$ cat src/rtl/inv_sbox_pkg.sv
// inv_sbox_pkg: types, basis-change matrices and GF(2^4) helpers for the
// composite-field AES inverse S-box.
// GF(2^4) = GF(2)[w]/(w^4 + w + 1); GF((2^4)^2) = GF(2^4)[X]/(X^2 + X + LAMBDA).
// A composite byte {h, l} (h in bits 7:4) stands for h*X + l.
package inv_sbox_pkg;

    typedef logic [3:0] nibble_t;
    typedef logic [7:0] byte_t;
    // Bit matrix stored by column: entry [k] is the image of input bit k.
    typedef logic [7:0][7:0] bmat_t;

    // Additive constant of the inverse affine step.
    localparam byte_t AFF_C = 8'h05;

    // w^3 + w^2: trace 1, so X^2 + X + LAMBDA is irreducible over GF(2^4).
    localparam nibble_t LAMBDA = 4'b1100;

    // GF(2^8) -> composite basis with the inverse affine linear part folded in.
    // Basis: w -> 0xE1, X -> 0xA2 in the AES field.
    localparam bmat_t M_IN = {8'hD4, 8'hAD, 8'h6D, 8'h67,
                              8'h4C, 8'hDC, 8'hDA, 8'h2C};

    // Composite basis -> GF(2^8); column k is the field image of composite bit k.
    localparam bmat_t M_OUT = {8'hD9, 8'h02, 8'h1A, 8'hA2,
                               8'h0C, 8'h5C, 8'hE1, 8'h01};

    function automatic byte_t mat_vec(bmat_t m, byte_t v);
        byte_t r;
        r = '0;
        for (int k = 0; k < 8; k++) begin
            if (v[k]) r = r ^ m[k];
        end
        return r;
    endfunction

    function automatic byte_t rotl(byte_t v, int unsigned n);
        return byte_t'((v << n) | (v >> (8 - n)));
    endfunction

    // Linear part of the forward AES affine map.
    function automatic byte_t aff_fwd_lin(byte_t v);
        return v ^ rotl(v, 1) ^ rotl(v, 2) ^ rotl(v, 3) ^ rotl(v, 4);
    endfunction

    // Ainv(a) ^ 0x05 == Ainv(a ^ A(0x05)), so the constant rides through M_IN.
    localparam byte_t IN_C = mat_vec(M_IN, aff_fwd_lin(AFF_C));

    function automatic nibble_t gf16_sq(nibble_t a);
        return {a[3], a[3] ^ a[1], a[2], a[2] ^ a[0]};
    endfunction

    function automatic nibble_t gf16_mul(nibble_t a, nibble_t b);
        nibble_t acc;
        nibble_t sh;
        acc = '0;
        sh  = a;
        for (int k = 0; k < 4; k++) begin
            if (b[k]) acc = acc ^ sh;
            sh = {sh[2:0], 1'b0} ^ (sh[3] ? 4'b0011 : 4'b0000);
        end
        return acc;
    endfunction

endpackage

$ cat src/rtl/inv_sbox_gf16_inv.sv
// gf16_inv: combinational GF(2^4) multiplicative inverse, 0 maps to 0.
module gf16_inv
    import inv_sbox_pkg::*;
(
    input  logic [3:0] a,
    output logic [3:0] a_inv
);

    nibble_t a2;
    nibble_t a4;
    nibble_t a8;

    // a^-1 = a^14 = a^2 * a^4 * a^8; the power chain sends 0 to 0 for free
    always_comb begin
        a2    = gf16_sq(a);
        a4    = gf16_sq(a2);
        a8    = gf16_sq(a4);
        a_inv = gf16_mul(gf16_mul(a2, a4), a8);
    end

endmodule

$ cat src/rtl/inv_sbox.sv
// inv_sbox: AES InvSubBytes via a composite-field GF((2^4)^2) inverter.
// Optional macro INV_SBOX_OUT_REG_EN adds one output register (latency 1,
// async active-low clear); without it the path is purely combinational.
module inv_sbox
    import inv_sbox_pkg::*;
(
    input  logic clk,
    input  logic i7,
    input  logic i6,
    input  logic i5,
    input  logic i4,
    input  logic i3,
    input  logic i2,
    input  logic i1,
    input  logic i0,
    output logic o7,
    output logic o6,
    output logic o5,
    output logic o4,
    output logic o3,
    output logic o2,
    output logic o1,
    output logic o0,
    input  logic rst_n
);

    byte_t   din;
    byte_t   comp;
    byte_t   res;
    byte_t   dout;
    nibble_t h;
    nibble_t l;
    nibble_t delta;
    nibble_t delta_inv;
    nibble_t h_out;
    nibble_t l_out;

    assign din = {i7, i6, i5, i4, i3, i2, i1, i0};

    // (hX + l)^-1 = (h*d)X + (h + l)*d with d = (h^2*LAMBDA + h*l + l^2)^-1
    always_comb begin
        comp  = mat_vec(M_IN, din) ^ IN_C;
        h     = comp[7:4];
        l     = comp[3:0];
        delta = gf16_mul(gf16_sq(h), LAMBDA) ^ gf16_mul(h, l) ^ gf16_sq(l);
        h_out = gf16_mul(h, delta_inv);
        l_out = gf16_mul(h ^ l, delta_inv);
        res   = mat_vec(M_OUT, {h_out, l_out});
    end

    gf16_inv u_gf16_inv (
        .a     (delta),
        .a_inv (delta_inv)
    );

`ifdef INV_SBOX_OUT_REG_EN
    byte_t res_q;

    // Output register; async clear drops any held value the moment reset asserts
    always_ff @(posedge clk or negedge rst_n) begin
        if (!rst_n) begin
            res_q <= '0;
        end else begin
            res_q <= res;
        end
    end

    assign dout = res_q;
`else
    // Clock and reset are part of the fixed pinout but unused combinationally.
    logic unused_clk_rst;
    assign unused_clk_rst = clk ^ rst_n;
    assign dout = res;
`endif

    assign {o7, o6, o5, o4, o3, o2, o1, o0} = dout;

endmodule

$ cat config.mk
export PLATFORM = sky130hd
export DESIGN_NAME = inv_sbox
export DESIGN_NICKNAME = d
export VERILOG_FILES = /design/src/rtl/inv_sbox_pkg.sv /design/src/rtl/inv_sbox_gf16_inv.sv /design/src/rtl/inv_sbox.sv
export SDC_FILE = /design/constraint.sdc
export NUM_CORES = 1
export LEC_CHECK = 0
export CORE_MARGIN = 5
export CORE_UTILIZATION = 58
export DETAILED_ROUTE_END_ITERATION = 10
export PLACE_DENSITY_LB_ADDON = 0.2
export REMOVE_ABC_BUFFERS = 1
export SETUP_SLACK_MARGIN = 0.4
export SLEW_MARGIN = 20
export SYNTH_ARGS = -nofsm -noshare
export SYNTH_HDL_FRONTEND = slang
export SYNTH_SLANG_ARGS = --single-unit
export TNS_END_PERCENT = 30
$ cat constraint.sdc
create_clock -name vclk -period 6.7
set_clock_uncertainty 0.15 [all_clocks]
set_input_delay 1.005 -clock vclk [all_inputs]
set_output_delay 1.005 -clock vclk [all_outputs]
set_load 0.01 [all_outputs]
==> flow_summary.yaml, run 1 <==
placed_design:
  place.detailed.hpwl_mm: 7.68
  port_buffers: 16
  gp_congestion: 0.931
clock_tree:
  holdBufCountCts: 0
  postCtsSetupRepairBufs: 34
  postCtsResizedCells: 176
synthesis:
  synth.top_cell.area_share: 0.105
  post_synth.cell_area_avg_um2: 8.17
  synth.cells.most_frequent: "sky130_fd_sc_hd__xnor2_1 (34), sky130_fd_sc_hd__nor2_1 (28), sky130_fd_sc_hd__nand2_1 (26)"
  yosys.cell_count.top_type: "sky130_fd_sc_hd__xnor2_1"
  synth.yosys.seq_area_share: 0
  total_of_warnings_raised_by_yosys: 0
  synthesis.area_mm2: 0.00283
  synth_top_cells_by_area: "sky130_fd_sc_hd__xnor2_1 (11%), sky130_fd_sc_hd__xnor3_1 (7.2%), sky130_fd_sc_hd__xor2_1 (4.3%), sky130_fd_sc_hd__nor2_1 (3.7%), sky130_fd_sc_hd__nand2_1 (3.5%)"
  syn-instance-count: 346
  synth_cell_type_count: 82
  netlist.top_cell.by_area: "sky130_fd_sc_hd__xnor2_1"
floorplanning:
  dieWidth_um: 79.8
  pin_count: 18
  die_height_um: 79.8
  placement_rows: 25
  initial_core_util: 0.599
run_status:
  outcome: "aborted with a tool error"
  run.stop_error: "[ERROR DPL-0033] detailed placement checks failed during check placement."
  last-stage-reached: "4_1_cts"
==> cells by family after synthesis <==
kind of cell | Yosys count | share of synthesized area
AND/OR/NAND/NOR | 126 | 0.237
AO/OA/AOI/OAI | 104 | 0.311
XOR/XNOR | 73 | 0.345
buffers and inverters | 32 | 0.0673
multiplexers | 8 | 0.0283
adder cells (fa/ha/maj) | 3 | 0.0124
==> metrics by stage <==
step                std cells  utilization  setup WS, ps  cell area [µm²]  TNS [ps]
floorplan                 319            -          -941             2660     -4970
global placement          526        0.819         -1040             3870     -7440
detailed placement        526        0.819         -1270             3870     -9400
==> run 2: changes to the inputs <==
CORE_UTILIZATION = 40   (was 58)
PLACE_DENSITY_LB_ADDON = 0.15   (was 0.2)
SETUP_SLACK_MARGIN = not set   (was 0.4)
clock period = 8.7 ns   (was 6.7 ns; I/O delays follow)
==> run 2 against run 1 <==
The flow now finishes without violations. Synthesized cell count is the same. Synthesized area unchanged.
==> flow_summary.yaml, run 2 <==
run_status:
  outcome: "finished, final reports clean"
timing:
  setup_repair_after_global_routing_missed_its_margin: "true"
  slew-limit-headroom: 0.548
  finalSetupViolations: 0
  fmax_mhz: 119
  setup_ws_ps: 313
  min_hold_slack_ps: 4110
  finalCritPeriodShare: 0.964
  drv_slew: 0
  final_critical_delay_including_setup_and_external_delays_ps: 8390
  finalHoldViolations: 0
  timing_worst_slew_pin_value_ps: 674
worst_setup_path:
  worst-path-max-fanout: 9
  slowest_stage: "sky130_fd_sc_hd__or4_1"
  critical_path.top_delay_family: "simple AND/OR/NAND/NOR gates"
  critPathBufInv: 5
  timing.critical_path.slowest_cell_delay_ps: 510
  crit_arrival_ps: 6930
  cp_num_cells: 22
  critical_path_required_ps: 7240
  cp_cell_sequence: "clkdlybuf4s50_1, buf_4, xnor2_2, xnor3_1, or3_1, a32oi_2, buf_4, xnor2_4, nor3_2, nor2_1, ha_1, inv_1, o21ai_0, a211oi_1, a211oi_2, o2111a_2, or4_1, and4_1, nand3_2, xnor2_1, xor3_1, clkdlybuf4s50_1"
  setup.worst_path.start_class: "primary input"
  critical_path_class: "in2out"
  cp-end-kind: "output pin"
synthesis:
  synth-simple-area-share: 0.237
  synth.mux.area_fraction: 0.0283
  syn-instance-count: 346
  synth.yosys.seq_area_share: 0
  synth.cells.most_frequent: "sky130_fd_sc_hd__xnor2_1 (34), sky130_fd_sc_hd__nor2_1 (28), sky130_fd_sc_hd__nand2_1 (26)"
  synth.top_cell.area_share: 0.105
  post_synth.cell_area_avg_um2: 8.17
  combinational_family_with_the_most_area_after_synthesis: "XOR/XNOR gates"
  synth_top_cells_by_area: "sky130_fd_sc_hd__xnor2_1 (11%), sky130_fd_sc_hd__xnor3_1 (7.2%), sky130_fd_sc_hd__xor2_1 (4.3%), sky130_fd_sc_hd__nor2_1 (3.7%), sky130_fd_sc_hd__nand2_1 (3.5%)"
  total_of_warnings_raised_by_yosys: 0
  synthXorXnorAreaFrac: 0.345
  synth-adder-area-share: 0.0124
  netlist.top_cell.by_area: "sky130_fd_sc_hd__xnor2_1"
  synth-compound-area-share: 0.311
  synthesis.area_mm2: 0.00283
  yosys.cell_count.top_type: "sky130_fd_sc_hd__xnor2_1"
  synth_cell_type_count: 82
placed_design:
  placement.cell_area_mm2: 0.00335
  place.detailed.hpwl_mm: 6.17
  placedCellCount: 485
  placement.setup.worst_slack_ps: 6.72
  port_buffers: 16
  gp_congestion: 0.864
finish:
  instances_no_fill: 494
  clock_buffer_count: 0
  layout.area.seq_um2: 0
  commonest_non_fill_non_tap_cells_in_the_layout: "sky130_fd_sc_hd__buf_4 (58), sky130_fd_sc_hd__xnor2_1 (31), sky130_fd_sc_hd__nor2_1 (28)"
  areaGrowthSynthToFinish_pct: 27.5
  share_of_cells_above_drive_strength_1: 0.291
  finalInstanceArea_mm2: 0.00360
  antenna-diode-count: 0
  layout.cells.most_common: "sky130_fd_sc_hd__buf_4"
  design.seq.count: 0
  num-nets-final: 412
global_routing:
  maximum_number_of_pins_on_one_net_before_global_route_repair: 24
  grt_util_met3: 0.00561
  grt_pass1_wl_mm: 13.8
  vias_in_the_first_global_route: 2837
  busiest_layer: "met2"
  gr-usage-all-layers: 0.183
  met1_usage_grt: 0.264
  grt_met2_usage: 0.319
  grt_overflow_total: 0
  antenna_found_initial: 0
routing:
  vias_per_cell: 5.86
  route.final.wire_length_mm: 8.02
  wire_per_inst_um: 16.2
  first_iter_violations: 224
  drt.antenna.violating_nets: 0
  dr.pass1.iters: 5
  drcViolationCount: 0
  via_count: 2893
worst_hold_path:
  worst_hold_path_type: "in2out"
  whs_path_depth: 6
floorplanning:
  core_footprint_mm2: 0.00683
  dieWidth_um: 94.1
  floorplan.die_area_mm2: 0.00885
  pin_count: 18
  placement_rows: 30
  initial_core_util: 0.414
  die_height_um: 94.1
flow_run:
  maxCapViolations: 0
[run 2: cell counts after synthesis]
Identical to the previous run, type by type.
[run 2: kinds of logic (layout without fill, tap and decap cells)]
group                      after synthesis  in the layout
and+or+nand+nor                        126            126
AOI/OAI and AO/OA                      104            104
adders and majority gates                3              3
muxes                                    8              8
buffers and inverters                   32             84
xor gates and xnor gates                73             73
[run 2: final timing paths]
kind,from,endpoint
worst max-delay path,i7,o3
worst min-delay path,i6,o3
[run 2: per-layer routing]
metal  wire [µm]  vias to the layer above
met5           0                        -
met4          30                        0
met3         327                        5
met2        3900                       70
met1        3770                     1379
li1            -                     1439
[run 2: worst min-delay path, stage by stage]
cell and delay [ps]:
sky130_fd_sc_hd__clkdlybuf4s50_1 440, sky130_fd_sc_hd__buf_6 200, sky130_fd_sc_hd__o22ai_1 210, sky130_fd_sc_hd__xnor2_1 130
sky130_fd_sc_hd__xor3_1 190, sky130_fd_sc_hd__clkdlybuf4s50_1 470
[run 2: cell type report]
type                            instances  area [µm²]
Multi-Input combinational cell        314        2790
Timing Repair Buffer                   79         677
Fill cell                             681        3230
Inverter                                5        18.8
Tap cell                               96         120
[run 2: per-stage QoR]
step                      utilization  TNS, ps
after detailed placement        0.491        0
after CTS                       0.492        0
after global placement          0.491    -35.6
after global routing            0.528    -31.5
after floorplan                     -        0
final                           0.528        0
[run 2: timing repair]
action | in CTS | in global routing
gates resized for setup | 1 | 29
pin swaps | 0 | 5
buffers inserted | 0 | 9
hold buffers | 0 | 0
gates cloned | 0 | 0
endpoints found under the setup margin | 4 | 8
Power of run 2 is not shown: default switching activity piles up to over one toggle a cycle in this logic, so the estimate is an artifact.
